--- src/rtl/mips_bus_pkg.sv ---
`default_nettype none
// ============================================================================
//  Module      : mips_bus_pkg
//  Description : Shared types and constants for the memory bus arbiter:
//                arbiter state encoding, error read-data pattern, port
//                numbering and the arbitration winner helper.
//  Revision    : 1.0 - initial release
// ============================================================================
package mips_bus_pkg;

    typedef enum logic [1:0] {
        IDLE = 2'd0,
        BUSY = 2'd1,
        DONE = 2'd2
    } arb_state_t;

    localparam logic [31:0] BUS_ERR_DATA    = 32'hDEAD_BEEF;
    localparam logic        BUS_PORT_IFETCH = 1'b0;
    localparam logic        BUS_PORT_DATA   = 1'b1;

    // Port that wins arbitration for the given request pair. On a tie the
    // round-robin policy hands the bus to whichever port did not own it last.
    function automatic logic pick_winner(input logic r0, input logic r1,
                                         input logic fixed_prio,
                                         input logic last_owner);
        logic w;
        if (r0 && r1) begin
            w = fixed_prio ? BUS_PORT_IFETCH : ~last_owner;
        end else if (r1) begin
            w = BUS_PORT_DATA;
        end else begin
            w = BUS_PORT_IFETCH;
        end
        return w;
    endfunction

endpackage
`default_nettype wire

--- src/rtl/MUX_2_32.sv ---
`default_nettype none
// ============================================================================
//  Module      : MUX_2_32
//  Description : 32-bit 2:1 multiplexer.
//  Ports       : i_in0, i_in1 - data inputs; i_sel - select (1 picks i_in1);
//                o_out - selected data.
//  Revision    : 1.0 - initial release
// ============================================================================
module MUX_2_32 (
    input  logic [31:0] i_in0,
    input  logic [31:0] i_in1,
    input  logic        i_sel,
    output logic [31:0] o_out
);
    assign o_out = i_sel ? i_in1 : i_in0;
endmodule
`default_nettype wire

--- src/rtl/bus_wait_timer.sv ---
`default_nettype none
// ============================================================================
//  Module      : bus_wait_timer
//  Description : Saturating wait-state counter with timeout compare.
//  Ports       : clk, rst (async, active high); i_clear - zero the count;
//                i_enable - count this cycle; o_expired - this counting cycle
//                is the TIMEOUT-th one (never asserted when TIMEOUT = 0).
//  Revision    : 1.0 - initial release
// ============================================================================
module bus_wait_timer #(
    parameter int TIMEOUT = 255
) (
    input  logic clk,
    input  logic rst,
    input  logic i_clear,
    input  logic i_enable,
    output logic o_expired
);
    localparam int c_cnt_w = (TIMEOUT > 0) ? $clog2(TIMEOUT + 1) : 1;
    localparam logic [c_cnt_w-1:0] c_cnt_max = '1;
    localparam logic [c_cnt_w-1:0] c_last    = (TIMEOUT > 0) ? c_cnt_w'(TIMEOUT - 1) : '0;
    localparam logic               c_enabled = (TIMEOUT != 0);

    logic [c_cnt_w-1:0] cnt_q, cnt_d;

    always_comb begin
        cnt_d = cnt_q;
        if (i_clear) begin
            cnt_d = '0;
        end else if (i_enable && (cnt_q != c_cnt_max)) begin
            cnt_d = cnt_q + 1'b1;
        end
    end

    always_ff @(posedge clk or posedge rst) begin
        if (rst) begin
            cnt_q <= '0;
        end else begin
            cnt_q <= cnt_d;
        end
    end

    // The count reached so far plus the current waiting cycle hits TIMEOUT.
    assign o_expired = c_enabled & i_enable & (cnt_q >= c_last);

endmodule
`default_nettype wire

--- src/rtl/mem_bus_arbiter.sv ---
`default_nettype none
// ============================================================================
//  Module      : mem_bus_arbiter
//  Description : Two-port arbiter (port 0 = instruction fetch, port 1 = data)
//                for the shared memory bus. Grants one requester, latches its
//                address/write data/write enable, runs one wait-stated memory
//                access with timeout and returns read data with a done pulse.
//  Ports       : clk, reset (async, active high)
//                req0/1, addr0/1, wdata0/1, we0/1 - requester side
//                done0/1, err0/1, rdata, sel   - completion and owner
//                mem_req, mem_addr, mem_wdata, mem_we, mem_ready, mem_rdata
//                                               - memory side
//  Revision    : 1.0 - initial release
// ============================================================================
module mem_bus_arbiter
    import mips_bus_pkg::*;
#(
    parameter bit FIXED_PRIO = 1'b0,
    parameter int TIMEOUT    = 255
) (
    input  logic        clk,
    input  logic        reset,
    input  logic        req0,
    input  logic        req1,
    input  logic [31:0] addr0,
    input  logic [31:0] addr1,
    input  logic [31:0] wdata0,
    input  logic [31:0] wdata1,
    input  logic        we0,
    input  logic        we1,
    output logic        done0,
    output logic        done1,
    output logic        err0,
    output logic        err1,
    output logic [31:0] rdata,
    output logic        sel,
    output logic        mem_req,
    output logic [31:0] mem_addr,
    output logic [31:0] mem_wdata,
    output logic        mem_we,
    input  logic        mem_ready,
    input  logic [31:0] mem_rdata
);
    arb_state_t  state_q, state_d;
    logic        sel_q, sel_d;
    logic        last_owner_q, last_owner_d;
    logic        mem_req_q, mem_req_d;
    logic        mem_we_q, mem_we_d;
    logic [31:0] mem_addr_q, mem_addr_d;
    logic [31:0] mem_wdata_q, mem_wdata_d;
    logic [31:0] rdata_q, rdata_d;
    logic        done0_q, done0_d, done1_q, done1_d;
    logic        err0_q, err0_d, err1_q, err1_d;

    logic        w_grant;
    logic        w_sel_next;
    logic [31:0] w_mux_addr;
    logic [31:0] w_mux_wdata;
    logic        w_expired;
    logic        w_finish;

    assign w_grant    = (state_q == IDLE) && (req0 || req1);
    // Kept outside the main always_comb so the mux select does not depend on
    // the mux outputs through the same block.
    assign w_sel_next = w_grant ? pick_winner(req0, req1, FIXED_PRIO, last_owner_q) : sel_q;

    MUX_2_32 u_addr_mux (
        .i_in0 (addr0),
        .i_in1 (addr1),
        .i_sel (w_sel_next),
        .o_out (w_mux_addr)
    );

    MUX_2_32 u_wdata_mux (
        .i_in0 (wdata0),
        .i_in1 (wdata1),
        .i_sel (w_sel_next),
        .o_out (w_mux_wdata)
    );

    bus_wait_timer #(
        .TIMEOUT (TIMEOUT)
    ) u_timer (
        .clk       (clk),
        .rst       (reset),
        .i_clear   (state_q != BUSY),
        .i_enable  ((state_q == BUSY) && !mem_ready),
        .o_expired (w_expired)
    );

    assign w_finish = (state_q == BUSY) && (mem_ready || w_expired);

    always_comb begin
        state_d      = state_q;
        sel_d        = w_sel_next;
        last_owner_d = last_owner_q;
        mem_req_d    = 1'b0;
        mem_we_d     = mem_we_q;
        mem_addr_d   = mem_addr_q;
        mem_wdata_d  = mem_wdata_q;
        rdata_d      = rdata_q;
        done0_d      = w_finish && !sel_q;
        done1_d      = w_finish &&  sel_q;
        err0_d       = w_finish && !mem_ready && !sel_q;
        err1_d       = w_finish && !mem_ready &&  sel_q;

        case (state_q)
            IDLE: begin
                if (w_grant) begin
                    state_d     = BUSY;
                    mem_req_d   = 1'b1;
                    mem_addr_d  = w_mux_addr;
                    mem_wdata_d = w_mux_wdata;
                    mem_we_d    = w_sel_next ? we1 : we0;
                end
            end
            BUSY: begin
                if (mem_ready) begin
                    state_d = DONE;
                    rdata_d = mem_rdata;
                end else if (w_expired) begin
                    state_d = DONE;
                    rdata_d = BUS_ERR_DATA;
                end else begin
                    mem_req_d = 1'b1;
                end
            end
            DONE: begin
                // No arbitration here: the requester gets one edge to drop req.
                last_owner_d = sel_q;
                state_d      = IDLE;
            end
            default: begin
                state_d = IDLE;
            end
        endcase
    end

    always_ff @(posedge clk or posedge reset) begin
        if (reset) begin
            state_q      <= IDLE;
            sel_q        <= BUS_PORT_IFETCH;
            last_owner_q <= BUS_PORT_DATA;
            mem_req_q    <= 1'b0;
            mem_we_q     <= 1'b0;
            mem_addr_q   <= '0;
            mem_wdata_q  <= '0;
            rdata_q      <= '0;
            done0_q      <= 1'b0;
            done1_q      <= 1'b0;
            err0_q       <= 1'b0;
            err1_q       <= 1'b0;
        end else begin
            state_q      <= state_d;
            sel_q        <= sel_d;
            last_owner_q <= last_owner_d;
            mem_req_q    <= mem_req_d;
            mem_we_q     <= mem_we_d;
            mem_addr_q   <= mem_addr_d;
            mem_wdata_q  <= mem_wdata_d;
            rdata_q      <= rdata_d;
            done0_q      <= done0_d;
            done1_q      <= done1_d;
            err0_q       <= err0_d;
            err1_q       <= err1_d;
        end
    end

    assign done0     = done0_q;
    assign done1     = done1_q;
    assign err0      = err0_q;
    assign err1      = err1_q;
    assign rdata     = rdata_q;
    assign sel       = sel_q;
    assign mem_req   = mem_req_q;
    assign mem_addr  = mem_addr_q;
    assign mem_wdata = mem_wdata_q;
    // The latched enable is only meaningful while the strobe is up.
    assign mem_we    = mem_we_q & mem_req_q;

endmodule
`default_nettype wire

--- config.mk ---
export PLATFORM = sky130hd
export DESIGN_NAME = mem_bus_arbiter
export DESIGN_NICKNAME = d
export VERILOG_FILES = /design/src/rtl/mips_bus_pkg.sv /design/src/rtl/MUX_2_32.sv /design/src/rtl/bus_wait_timer.sv /design/src/rtl/mem_bus_arbiter.sv
export SDC_FILE = /design/constraint.sdc
export NUM_CORES = 1
export LEC_CHECK = 0
export BUFFER_PORTS_ARGS = -buffer_cell sky130_fd_sc_hd__buf_2
export CELL_PAD_IN_SITES_DETAIL_PLACEMENT = 1
export CELL_PAD_IN_SITES_GLOBAL_PLACEMENT = 2
export CORE_MARGIN = 1.5
export CORE_UTILIZATION = 24
export CTS_BUF_LIST = sky130_fd_sc_hd__clkbuf_16
export CTS_CLUSTER_DIAMETER = 100
export DETAILED_ROUTE_END_ITERATION = 10
export PLACE_DENSITY_LB_ADDON = 0.1
export SLEW_MARGIN = 0
export SYNTH_ARGS = -nofsm -noshare
export SYNTH_HDL_FRONTEND = slang
export SYNTH_HIERARCHICAL = 1
export SYNTH_SLANG_ARGS = --single-unit
--- constraint.sdc ---
create_clock -name clk -period 3.2 [get_ports clk]
set_input_delay 0.32 -clock clk [delete_from_list [all_inputs] [get_ports clk]]
set_output_delay 0.32 -clock clk [all_outputs]
set_load 0.05 [all_outputs]
**Word-level counts from Yosys, hierarchy flattened**

Cells that the tools add are included.

- Muxes and demuxes: 18
- Reductions and logical operators: 20
- $lt $le $gt $ge: 1
- Add/subtract/negate cells: 1
- Bitwise operators: 3
- Eq/ne operators: 6

Operators with widths:

| kind | number |
|---|---|
| $mux W32 | 4 |
| $mux W8 | 2 |
| $logic_and A1 B1 Y1 | 10 |
| $add A8 B1 Y8 const B | 1 |
| $ge A8 B8 Y1 const B | 1 |
| $ne A8 B8 Y1 const B | 1 |
| $mux W1 | 7 |
| $mux W2 | 3 |
| $reduce_and A2 Y1 | 3 |
| $pmux W2 S2 | 1 |
| $reduce_bool A2 Y1 | 2 |
| $ne A3 B3 Y1 const B | 1 |
| $and A1 B1 Y1 | 2 |
| $eq A2 B1 Y1 const B | 1 |
| $eq A2 B2 Y1 const B | 1 |
| $logic_not A1 Y1 | 2 |
| $logic_not A2 Y1 | 1 |
| $logic_or A1 B1 Y1 | 2 |
| $ne A2 B1 Y1 const B | 1 |
| $ne A2 B2 Y1 const B | 1 |
| $pmux W1 S2 | 1 |
| $not A1 Y1 | 1 |

- Output and inout bits: 103
- Input port bits: 167
- Register bits after elaboration: 114
- Logic and storage cells: 62

**Longest topological paths before layout**

- Depth after elaboration: 7
- Gate-level depth with buffers: 10
- Mapped depth without buffers: 9

**Hierarchy**

The synthesis kept the hierarchy.

By module, submodules not included:

| module | area an instance (µm²) | seq. area each (µm²) | instances | cells each |
|---|---|---|---|---|
| mem_bus_arbiter | 4,066.4 | 2,653.8 | 1 | 409 |
| MUX_2_32 | 544.3 | 0.0 | 2 | 36 |
| bus_wait_timer | 469.2 | 200.2 | 1 | 50 |

**Worst setup path before layout**

OpenSTA, ideal clock, no wires.

- Kind: input-to-reg
- Start: input port mem_ready
- End: register rdata_q[12] (netlist: rdata[12])
- Cell stages on the path: 10
- Library setup time: 0.141 ns
- Slack: 1.203 ns
- Arrival: 1.856 ns
- Cells stage by stage: buf_2 clkbuf_1 nor2_1 nand3_2 nor3_1 o21ai_2 inv_2 buf_6 buf_6 a31oi_1

- Word-level cells in the longest chain between the ends: 5

RTL lines:

| item | line | text |
|---|---|---|
| start: declaration | mem_bus_arbiter.sv:41 | `input logic mem_ready,` |
| $logic_not A1 Y1 | mem_bus_arbiter.sv:87 | `.i_enable ((state_q == BUSY) && !mem_ready),` |
| $logic_and A1 B1 Y1 | mem_bus_arbiter.sv:87 |  |
| $and A1 B1 Y1 | bus_wait_timer.sv:44 | `assign o_expired = c_enabled & i_enable & (cnt_q >= c_last);` |
| net w_expired | mem_bus_arbiter.sv:59 | `logic w_expired;` |
| $reduce_bool A2 Y1 (no line) | n/a |  |
| $reduce_and A2 Y1 (no line) | n/a |  |
| end signal: assignment | mem_bus_arbiter.sv:161 | `rdata_q <= rdata_d;` |
| end: declaration | mem_bus_arbiter.sv:51 | `logic [31:0] rdata_q, rdata_d;` |

The timed path passes the listed nets, and every way through them passes these cells.
A chain may end at the register's enable or synchronous reset.

**Final worst setup path**

- Start: register state_q[0]
- End: register done1_q (netlist: done1)

- Word-level cells in the longest chain between the ends: 6

RTL lines:

| item | line | text |
|---|---|---|
| start: declaration | mem_bus_arbiter.sv:44 | `arb_state_t state_q, state_d;` |
| start signal: assignment | mem_bus_arbiter.sv:154 | `state_q <= state_d;` |
| $eq A2 B1 Y1 | mem_bus_arbiter.sv:87 |  |
| $logic_and A1 B1 Y1 | mem_bus_arbiter.sv:87 |  |
| $and A1 B1 Y1 | bus_wait_timer.sv:44 |  |
| net w_expired | mem_bus_arbiter.sv:59 |  |
| $logic_or A1 B1 Y1 | mem_bus_arbiter.sv:91 | `assign w_finish = (state_q == BUSY) && (mem_ready \|\| w_expired);` |
| $logic_and A1 B1 Y1 | mem_bus_arbiter.sv:91 |  |
| $logic_and A1 B1 Y1 | mem_bus_arbiter.sv:103 | `done1_d = w_finish && sel_q;` |
| net done1_d | mem_bus_arbiter.sv:52 | `logic done0_q, done0_d, done1_q, done1_d;` |
| end signal: assignment | mem_bus_arbiter.sv:163 | `done1_q <= done1_d;` |
| end: declaration | mem_bus_arbiter.sv:52 |  |

The timed path passes the listed nets, and every way through them passes these cells.

==> metrics.md <==
| Metric | Value |
|---|---|
| Worst slew margin | `40.24%` |
| RR Endpoint | `done1` |
| Tcrit/Tclk final | `86.39%` |
| Worst path depth | `8` |
| # fillers | `2714` |
| Worst Setup EP | `done1` |
| Kind of critical path | `reg2reg` |
| Worst reg-to-reg path cell count | `8` |
| Post-DP HPWL | `12420 um` |
| Layout Utilization | `33.65%` |
| Synth warnings | `6` |
| Die H | `156.1 um` |
| First-pass GRT wire length | `26230 um` |
| Clock buffer depth | `2` |
| Family with the most delay on the worst path | `simple AND/OR/NAND/NOR gates` |
| Routed Antenna Nets | `0` |
| Hold Violations, Final | `0` |
| Share of cells above drive strength 1 | `a little under half` |
| GP Congestion | `0.7156` |
| VDD IR max | `0.5461 mV` |
| Drt first-iter violations | `159` |
| Area leader, netlist | `dfrtp_1` |
| Top cells by area, synth | `dfrtp_1, mux2_4, nand2_1` |
| FF-to-FF setup slack | `approximately 0.44 ns` |
| Fmax | `0.3617 GHz` |
| Grt ovf | `0` |
| Dpl ws | `0.3426 ns` |
| Vias in the first global route | `roughly 5000` |
| All-Layer GR Usage | `around 14%` |
| Arrival @ worst endpoint | `3.06 ns` |
| Drt drc | `0` |
| Critical path startpoint category | `flop` |
| Largest family of logic cells by synthesized area | `simple AND/OR/NAND/NOR gates` |
| Most frequent cell after synthesis | `nand2_1` |
| I/O Buffers | `269` |
| Yosys reg bits | `114` |
| Die Width | `156.1 um` |
| Root Buffer | `clkbuf_16` |
| CP Launch Point | `state_q[0]` |
| LEAKAGE | `0.004133 uW` |
| NumNets Final | `963` |
| Top-area cell type share of the netlist area | `50.28%` |
| Distinct cells, synth | `43` |
| Max cap viols | `0` |
| Post-route setup slack | `approximately 0.44 ns` |
| Routed wire length | `16870 um` |
| CP required | `3.49 ns` |
| Power share of the sequential group | `25.5%` |
| Row cnt | `55` |
| Clock share of power | `18.9%` |
| Cells after Synth | `531` |
| Layout Cells excl Fill | `approximately 1100` |
| WL/cell | `15.06 um` |
| Post-synthesis adder-cell area fraction | `0.4449%` |
| Mapped Area | `5624 um^2` |
| RSZ-0062 raised after global routing | `no` |
| Synth top cells by count | `nand2_1, dfrtp_1, mux2_4` |
| Setup violators final | `0` |
| Final Instance Area | `7687 um^2` |
| Syn nets | `700` |
| Total die area | `between 20000 and 25000 um^2` |
| Clock slew at reported path FFs | `roughly 0.06 ns` |
| Worst-path fanout max | `39` |
| EDFF count, synth | `0` |
| DR vias | `around 4700` |
| Slowest-stage cell, CP | `clkinv_2` |
| TritonCTS Sinks | `114` |
| Worst skew pair latency | `0.41 ns` |
| Drt via density | `4.198` |
| Worst-Margin Slew | `between 0.8 and 0.9 ns` |
| Largest net degree at the start of global routing | `73` |
| Antenna Cells | `0` |
| RR Startpoint | `state_q[0]` |
| Crit-path max cell delay | `0.57 ns` |
| Post-Synth Simple-Gate Area | `18.15%` |
| Hold Crit Class | `in2reg` |
| TritonCTS Buffers | `17` |
| Setup tns final | `0 ns` |
| Initial Util | `24.62%` |
| Sw power | `4856 uW` |
| Sequential share of the synthesized area | `about half` |
| PwrDens | `1254 nW/um^2` |
| CORE AREA | `22850 um^2` |
| Syn avg cell area | `10.59 um^2` |
| CTS H-tree depth | `4` |
| Synth async-reset ratio | `100.0%` |
| Gate power share | `55.6%` |
| CTS tree | `yes` |
| Mux cell area share after synthesis | `~17%` |
| CP Capture Type | `flop` |
| Placed cell areas | `7107 um^2` |
| Sw Share | `approximately half` |
| Drt pass-1 iters | `4` |
| Slew Viols, Final | `0` |
| Buf+Inv Stages, Crit Path | `2` |
| Critical Path, Cell by Cell | `nor2b_4, inv_1, nor2_1, nand3_2, nor3_1, o21ai_2, clkinv_2, and2_1` |
| Post-CTS setup buffers | `0` |
| Post-synthesis compound-gate area fraction | `about 6.2%` |
| Layout overhead on the synthesized area | `36.69%` |
| Status | `finished, final reports clean` |
| Initial antenna violation count | `0` |
| Post-Place Cells | `1087` |
| Num ports | `270` |
| Top_reg_cell synth | `dfrtp_1` |
| Final Skew | `0.007424 ns` |
| Internal Power | `4783 uW` |
| Post-Synth XOR/XNOR Area | `0.3115%` |
| Period minus WS final | `2.765 ns` |
==> layout by cell type, fill, tap and decap left out, types with 5 or more instances in the layout <==
cell	Yosys	final
o22a_1	11	11
inv_1	18	17
nand2_1	198	198
mux2_2	5	5
nor3_1	6	6
clkbuf_16	0	17
mux2_4	60	60
nand3_1	5	5
dfrtp_1	113	113
a22o_1	8	8
buf_4	5	6
buf_2	6	269
nor2_1	26	25
a31oi_1	13	13
==> registers in the layout, indices dropped and copies added, names as in the netlist, 2 cells and up <==
signal and flops:
mem_addr 32, mem_wdata 32, rdata 32, u_timer/cnt_q 8, state_q 2
==> logic make-up (layout without fill, tap and decap cells) <==
logic type               count (synthesis)  in the layout
AND/OR/NAND/NOR                        250            250
flip-flops                             114            114
multiplexers                            66             66
buffers and inverters                   51            327
AO/OA/AOI/OAI                           46             46
adder cells (fa/ha/maj)                  2              2
XOR/XNOR                                 2              2
==> layout make-up <==
class                   instances  area (um^2)  area share (%)
well taps                     313        391.6           5.094
clock buffers                  17        425.4           5.534
repair buffers                276         1401           18.23
inverters                      19        75.07          0.9766
flip-flops and latches        114         2854           37.13
multi-input cells             366         2396           31.17
clock inverters                15        143.9           1.872
==> what timing repair did <==
item / in CTS / in global routing
endpoints found under the setup margin: 0 / 1
hold endpoints to repair: 8 / 0
gates resized for setup: 0 / 1
hold buffers: 1 / 0
==> metal layers <==
metal | vias up | wire length, um | global-route usage (%)
li1 | 2267 | - | -
met1 | 2283 | 7002 | 16.02
met2 | 137 | 8771 | 25.04
met3 | 15 | 921 | 4.083
met4 | 0 | 170 | 3.946
met5 | - | 0 | 0
==> power groups by stage <==
stage / clock, uW / sequential, uW / combinational, uW
final: 1820 / 2460 / 5360
after global routing: 1950 / 2560 / 5720
after CTS: 1890 / 2470 / 5460
after detailed placement: 0 / 2490 / 5450
after global placement: 0 / 2460 / 5380
after floorplan: 0 / 4620 / 2250
==> worst min-delay path by stage <==
stage,startpoint,to,slack [ns],depth (start not counted)
detailed placement,reset,u_timer/cnt_q[1],0.32,2
finish,mem_rdata[29],rdata[29],0.13,2
global route,mem_rdata[20],rdata[20],0.11,2
global placement,reset,u_timer/cnt_q[3],0.32,2
CTS,mem_rdata[29],rdata[29],0.11,2
floorplan,reset,u_timer/cnt_q[0],0.14,1
==> metrics by stage <==
step,hold WS [ns],total power [uW]
2_1_floorplan,0.1357,6872
3_3_place_gp,0.3202,7843
3_5_place_dp,0.3212,7937
4_1_cts,0.1063,9820
5_1_grt,0.1095,10240
6_report,0.1296,9639
(Power assumes the default switching activity.)
